<file path="config.mk">
export PLATFORM = sky130hd
export DESIGN_NAME = rx_frame_fifo
export DESIGN_NICKNAME = d
export VERILOG_FILES = /design/src/rtl/rx_frame_fifo.sv
export SDC_FILE = /design/constraint.sdc
export NUM_CORES = 2
export LEC_CHECK = 0
export ABC_AREA = 1
export CAP_MARGIN = 10
export CORE_ASPECT_RATIO = 1.4
export CORE_MARGIN = 5
export CORE_UTILIZATION = 40
export CTS_BUF_LIST = sky130_fd_sc_hd__clkbuf_8
export DETAILED_ROUTE_END_ITERATION = 7
export DONT_BUFFER_PORTS = 1
export HOLD_SLACK_MARGIN = 0.15
export PLACE_DENSITY = 0.58
export SYNTH_ARGS = -nofsm -noshare
export SYNTH_HDL_FRONTEND = slang
export SYNTH_SLANG_ARGS = --single-unit
</file>
<file path="constraint.sdc">
create_clock -name clk_32M768 -period 5.73 [get_ports clk_32M768]
set_input_delay 0.8595 -clock clk_32M768 [delete_from_list [all_inputs] [get_ports clk_32M768]]
set_output_delay 0.8595 -clock clk_32M768 [all_outputs]
set_load 0.02 [all_outputs]
</file>
<file path="src/rtl/rx_frame_fifo.sv">
`default_nettype none
// ============================================================================
// Module      : rx_frame_fifo
// Description : Frame-aware receive buffer. Incoming bytes are written
//               speculatively and committed only when a frame ends cleanly.
//               Bad or overflowing frames are rolled back. Committed bytes
//               are replayed on an AXI-Stream master port with backpressure.
// Ports       : clk_32M768 / rst_32M768  - clock, async active-high reset
//               s_tdata/tvalid/tlast/tuser - byte stream in (no ready)
//               m_tdata/tvalid/tlast/tready - AXI-Stream out
//               level       - bytes held (committed + speculative)
//               frames_ok   - committed-frame count (saturating)
//               frames_drop - dropped-frame count (saturating)
//               overflow    - pulse on first byte lost to a full buffer
// Revision    : 1.0 - initial release
// ============================================================================
module rx_frame_fifo #(
    parameter int ADDR_W = 8,
    parameter int CNT_W  = 16
) (
    input  logic              clk_32M768,
    input  logic              rst_32M768,
    input  logic [7:0]        s_tdata,
    input  logic              s_tvalid,
    input  logic              s_tlast,
    input  logic              s_tuser,
    output logic [7:0]        m_tdata,
    output logic              m_tvalid,
    input  logic              m_tready,
    output logic              m_tlast,
    output logic [ADDR_W:0]   level,
    output logic [CNT_W-1:0]  frames_ok,
    output logic [CNT_W-1:0]  frames_drop,
    output logic              overflow
);

    localparam int               DEPTH    = 1 << ADDR_W;
    localparam logic [ADDR_W:0]  FULL_LVL = {1'b1, {ADDR_W{1'b0}}};
    localparam logic [ADDR_W:0]  PTR_ONE  = {{ADDR_W{1'b0}}, 1'b1};
    localparam logic [CNT_W-1:0] CNT_MAX  = '1;
    localparam logic [CNT_W-1:0] CNT_ONE  = {{(CNT_W-1){1'b0}}, 1'b1};

    localparam logic [0:0] ST_RECV = 1'b0;
    localparam logic [0:0] ST_DROP = 1'b1;

    logic [0:0]      state;
    logic [0:0]      state_nxt;

    logic [ADDR_W:0] wr_ptr;   // speculative write pointer
    logic [ADDR_W:0] cm_ptr;   // end of committed data
    logic [ADDR_W:0] fe_ptr;   // next committed word to fetch from RAM
    logic [ADDR_W:0] rd_ptr;   // oldest byte not yet handed off downstream

    logic [8:0]      mem [DEPTH];
    logic [8:0]      rd_word;
    logic            inflight;

    logic            full;
    logic            accept;
    logic            lost;
    logic            commit;
    logic            rollback;
    logic            drop_frame;
    logic            rd_issue;
    logic            handshake;

    // rd_ptr only advances on the downstream handshake, so the byte sitting in
    // the output register still counts as held. This keeps its RAM slot
    // reserved and makes level include it.
    assign full      = (wr_ptr - rd_ptr) == FULL_LVL;
    assign level     = wr_ptr - rd_ptr;
    assign handshake = m_tvalid && m_tready;

    // A fetch may only start when the output register will be free by the
    // time the RAM data arrives on the following edge.
    assign rd_issue  = (fe_ptr != cm_ptr) && !inflight && (!m_tvalid || m_tready);

    // ---------------------------------------------------------------- FSM: state register
    always_ff @(posedge clk_32M768 or posedge rst_32M768) begin
        if (rst_32M768) begin
            state <= ST_RECV;
        end else begin
            state <= state_nxt;
        end
    end

    // ---------------------------------------------------------------- FSM: next state
    always_comb begin
        state_nxt = state;
        case (state)
            ST_RECV: if (s_tvalid && full && !s_tlast) state_nxt = ST_DROP;
            ST_DROP: if (s_tvalid && s_tlast)          state_nxt = ST_RECV;
            default:                                   state_nxt = ST_RECV;
        endcase
    end

    // ---------------------------------------------------------------- FSM: outputs
    always_comb begin
        accept     = 1'b0;
        lost       = 1'b0;
        commit     = 1'b0;
        rollback   = 1'b0;
        drop_frame = 1'b0;
        case (state)
            ST_RECV: begin
                accept     = s_tvalid && !full;
                lost       = s_tvalid && full;
                commit     = accept && s_tlast && !s_tuser;
                rollback   = (accept && s_tlast && s_tuser) || lost;
                drop_frame = (accept && s_tlast && s_tuser) || (lost && s_tlast);
            end
            ST_DROP: begin
                drop_frame = s_tvalid && s_tlast;
            end
            default: ;
        endcase
    end

    // ---------------------------------------------------------------- storage
    always_ff @(posedge clk_32M768) begin
        if (accept) begin
            mem[wr_ptr[ADDR_W-1:0]] <= {s_tlast, s_tdata};
        end
        if (rd_issue) begin
            rd_word <= mem[fe_ptr[ADDR_W-1:0]];
        end
    end

    // ---------------------------------------------------------------- write side
    always_ff @(posedge clk_32M768 or posedge rst_32M768) begin
        if (rst_32M768) begin
            wr_ptr      <= '0;
            cm_ptr      <= '0;
            frames_ok   <= '0;
            frames_drop <= '0;
            overflow    <= 1'b0;
        end else begin
            if (rollback) begin
                wr_ptr <= cm_ptr;
            end else if (accept) begin
                wr_ptr <= wr_ptr + PTR_ONE;
            end
            if (commit) begin
                cm_ptr <= wr_ptr + PTR_ONE;
            end
            if (commit && frames_ok != CNT_MAX) begin
                frames_ok <= frames_ok + CNT_ONE;
            end
            if (drop_frame && frames_drop != CNT_MAX) begin
                frames_drop <= frames_drop + CNT_ONE;
            end
            overflow <= lost;
        end
    end

    // ---------------------------------------------------------------- read side
    always_ff @(posedge clk_32M768 or posedge rst_32M768) begin
        if (rst_32M768) begin
            fe_ptr   <= '0;
            rd_ptr   <= '0;
            inflight <= 1'b0;
            m_tvalid <= 1'b0;
            m_tdata  <= 8'h00;
            m_tlast  <= 1'b0;
        end else begin
            inflight <= rd_issue;
            if (rd_issue) begin
                fe_ptr <= fe_ptr + PTR_ONE;
            end
            if (handshake) begin
                rd_ptr <= rd_ptr + PTR_ONE;
            end
            // A load never coincides with a pending stalled byte: the fetch
            // was only issued when the output register would be empty.
            if (inflight) begin
                m_tvalid <= 1'b1;
                m_tlast  <= rd_word[8];
                m_tdata  <= rd_word[7:0];
            end else if (handshake) begin
                m_tvalid <= 1'b0;
            end
        end
    end

endmodule
`default_nettype wire

</file>
==> results.md <==
* Vias at approximately 65000
* Met3 WL at 20.66 mm
* Total track usage at 23.25%
* WP data arrival at 4.93 ns
* Post-synthesis sequential area ratio at 72.87%
* # DRC at 1
* Xor/xnor cell area share of the yosys netlist at less than 1%
* Cell Area, Placed at 101500 um^2
* Vias in the first global route at 65087
* CTS Buffer Depth at 4
* Power, Total at slightly above 50 mW
* Final HPWL DP at 163.4 mm
* Post-CTS Resized at 0
* Pin count of the biggest net entering global routing at around 230
* Crit path time final at 4.317 ns
* Final Cycle Share at between 70% and 80%
* DR vias/cell at around 5.5
* Crit path max fanout at 21
* CTS tree: yes
* Syn avg cell area at 11.70 um^2
* Hold Slack at 0.2310 ns
* CTS Root Buffer Type: clkbuf_8
* Post-synthesis mux area share at less than 1%
* WP data required at 6.34 ns
* Max Freq at 231.6 MHz
* Final setup violation count at 0
* Post-Syn Instances at about 8400
* RSZ-0062 raised after global routing: no
* Die Area at ~260000 um^2
* Worst-skew pair later-pin latency at 1.00 ns
* Row Count at 215
* Yosys warnings at 0
* Final max-slew violation count at 0
* Crit path launch type: flip-flop
* Wl on met1 at 113.5 mm
* Worst clock skew at 0.06102 ns
* Die height at 596.0 um
* Worst-margin pin slew at approximately 1.1 ns
* DR WL/cell at 25.63 um
* Adder-cell area share of the yosys netlist at 0.2245%
* Synth Area in Compound Gates at 3.344%
* RePlAce Congestion at roughly 0.9
* CTS Buf Count at between 300 and 400
* Post-CTS Hold Buffers at 40
* Syn Nets at around 8400
* Chip Width at between 400 and 500 um
* WL met2 at approximately 150 mm
* Failing checks: DRC
* WL final at 306.3 mm
* Layout cells sized above 1 at 8.517%
* Top sig layer: met5
* Synth Area in Simple Gates at 20.15%
* Sink Count at 2394
* Final hold vios at 0
* Grt total ovfl at 0
* Setup TNS at 0 ns
* Max-cap violations at 0
* IO Port Bufs at 0
* Total iterations of the first detailed-routing run at 8
* Pleak at 38.77 nW
* Largest family of logic cells by synthesized area: simple AND/OR/NAND/NOR gates
* H-tree levels at 5
* Starting Density at 40.12%
* Worst-path clk slew at roughly 0.070 ns
* Max_slew headroom at roughly a quarter
* Post-CTS setup buffer count at 0
* Initial antenna violation count at 8
* Finished Core Util at 44.65%
* Starting DRT DRC Count at between 6000 and 7000
* Worst hold path type: in2reg
* Max IR drop VDD at about 0.46 mV
* Distinct cells, synth at 39
* Final Cell Area at around 110000 um^2
* Nets at around 8400
* Status: finished, violations left
* P&R area growth vs syn at 11.30%
* Seq cells post-synth at 2394
* Worst Path Class, Setup: reg2reg
* Final ANT Viol Nets at 0
* Ports at 66
* Crit. End Element: flip-flop
* Pwr dens at 473.3 nW/um^2
* Core area at 244500 um^2
* First-pass GRT wire length at 438.1 mm
* Mapped Area at 98100 um^2
worst max-delay path: stages (launching register included):
cell     delay (ns)
dfrtp_1        0.44
inv_1          0.14
ha_1           0.25
fa_1           0.41
xnor2_1        0.56
nor2_1         0.09
nand3_1        0.12
nor2_2         0.06
nand3_4        0.12
nand2_2        0.19
inv_2          0.13
buf_12         0.29
nand2_2        0.39
nor2_1         0.71
cells by family (layout without fill, tap and decap cells):
group / after synthesis / count (layout)
compound gates: 558 / 558
xor+xnor: 51 / 51
fa+ha+maj: 17 / 17
buf+inv: 664 / 965
flops: 2394 / 2394
mux: 9 / 9
other cells: 0 / 7
simple gates: 4694 / 4694
final cells by class:
type	count	area, um^2
antenna	7	17.52
clock buffer	363	4996
clock inverter	262	1893
fill	22330	135300
inverter	134	536.8
multi-input combinational	5329	23940
sequential	2394	71500
tap	3255	4073
timing repair buffer	206	2225
routing by layer:
| layer | vias up | global-route usage [%] |
|---|---|---|
| met5 | - | 0 |
| met4 | 4 | 12.98 |
| met3 | 728 | 3.430 |
| met2 | 2888 | 40.48 |
| met1 | 32269 | 27.69 |
| li1 | 29539 | - |
through the flow:
stage          worst slack (ns)  cells
6_report                  1.413  11950
5_1_grt                   1.182  11946
4_1_cts                   1.450  11942
3_5_place_dp              1.444  11277
3_3_place_gp              1.501  11277
2_1_floorplan             2.395   8387
layout by cell type (no fill, tap or decap), drive strengths merged:
cell / netlist / final
clkinv: 3 / 121
fa: 1 / 1
ha: 16 / 16
nand3: 1475 / 1475
xor2: 40 / 40
or2: 1 / 1
a21boi: 89 / 89
o211ai: 89 / 89
dfrtp: 81 / 81
and3: 1 / 1
o21ai: 105 / 105
nor2: 380 / 380
nor4: 9 / 9
a21oi: 245 / 245
xnor2: 11 / 11
edfxtp: 2313 / 2313
o21bai: 1 / 1
nand4: 15 / 15
nor3: 39 / 39
nand3b: 1 / 1
o22ai: 29 / 29
clkinvlp: 0 / 17
clkbuf: 273 / 363
nand2: 2773 / 2773
dlygate4sd3: 0 / 17
buf: 257 / 189
diode: 0 / 7
inv: 131 / 230
mux2: 9 / 9
bufinv: 0 / 28
cells in the mapped netlist, drive strengths merged:
cell type | n | share of area (%)
or2 | 1 | 0.0064
xor2 | 40 | 0.36
buf | 257 | 1.3
o21ai | 105 | 0.54
xnor2 | 11 | 0.098
nor3 | 39 | 0.20
edfxtp | 2313 | 71
nand3b | 1 | 0.0077
o21bai | 1 | 0.0077
mux2 | 9 | 0.10
nor2 | 380 | 1.5
ha | 16 | 0.20
o211ai | 89 | 0.68
a21oi | 245 | 1.3
nand3 | 1475 | 7.6
nor4 | 9 | 0.057
clkbuf | 273 | 1.0
fa | 1 | 0.020
a21boi | 89 | 0.68
o22ai | 29 | 0.18
inv | 131 | 0.50
nand2 | 2773 | 11
clkinv | 3 | 0.011
nand4 | 15 | 0.16
dfrtp | 81 | 2.1
and3 | 1 | 0.0064
flip-flops by register name (all words and copies together) (netlist names):
name	flops
m_tvalid	1
rd_word	9
rd_ptr	9
inflight	1
mem	2304
m_tlast	1
state	1
overflow	1
frames_ok	16
cm_ptr	9
frames_drop	16
m_tdata	8
wr_ptr	9
fe_ptr	9
power by group:
| group | switching [mW] | internal [mW] | total, mW |
|---|---|---|---|
| combinational | 13.1 | 4.42 | 17.5 |
| sequential | 0.774 | 19.6 | 20.4 |
| clock | 6.60 | 7.18 | 13.8 |
| total | 20.5 | 31.2 | 51.7 |
path summary, 6_finish.rpt:
path                            cells after the start       start              to  slack, ns
worst max-delay path                               13   wr_ptr[0]      mem[34][1]       1.41
worst min-delay path                                1  s_tdata[5]     mem[172][5]       0.23
worst max register to register                     13   wr_ptr[0]      mem[34][1]       1.41
worst min register to register                      1   rd_ptr[2]       rd_ptr[2]       0.47
max in group asynchronous                           3  rst_32M768       fe_ptr[4]       4.15
min in group asynchronous                           2  rst_32M768  frames_drop[7]       0.40
Note: power is estimated with default switching activity, not from simulation.
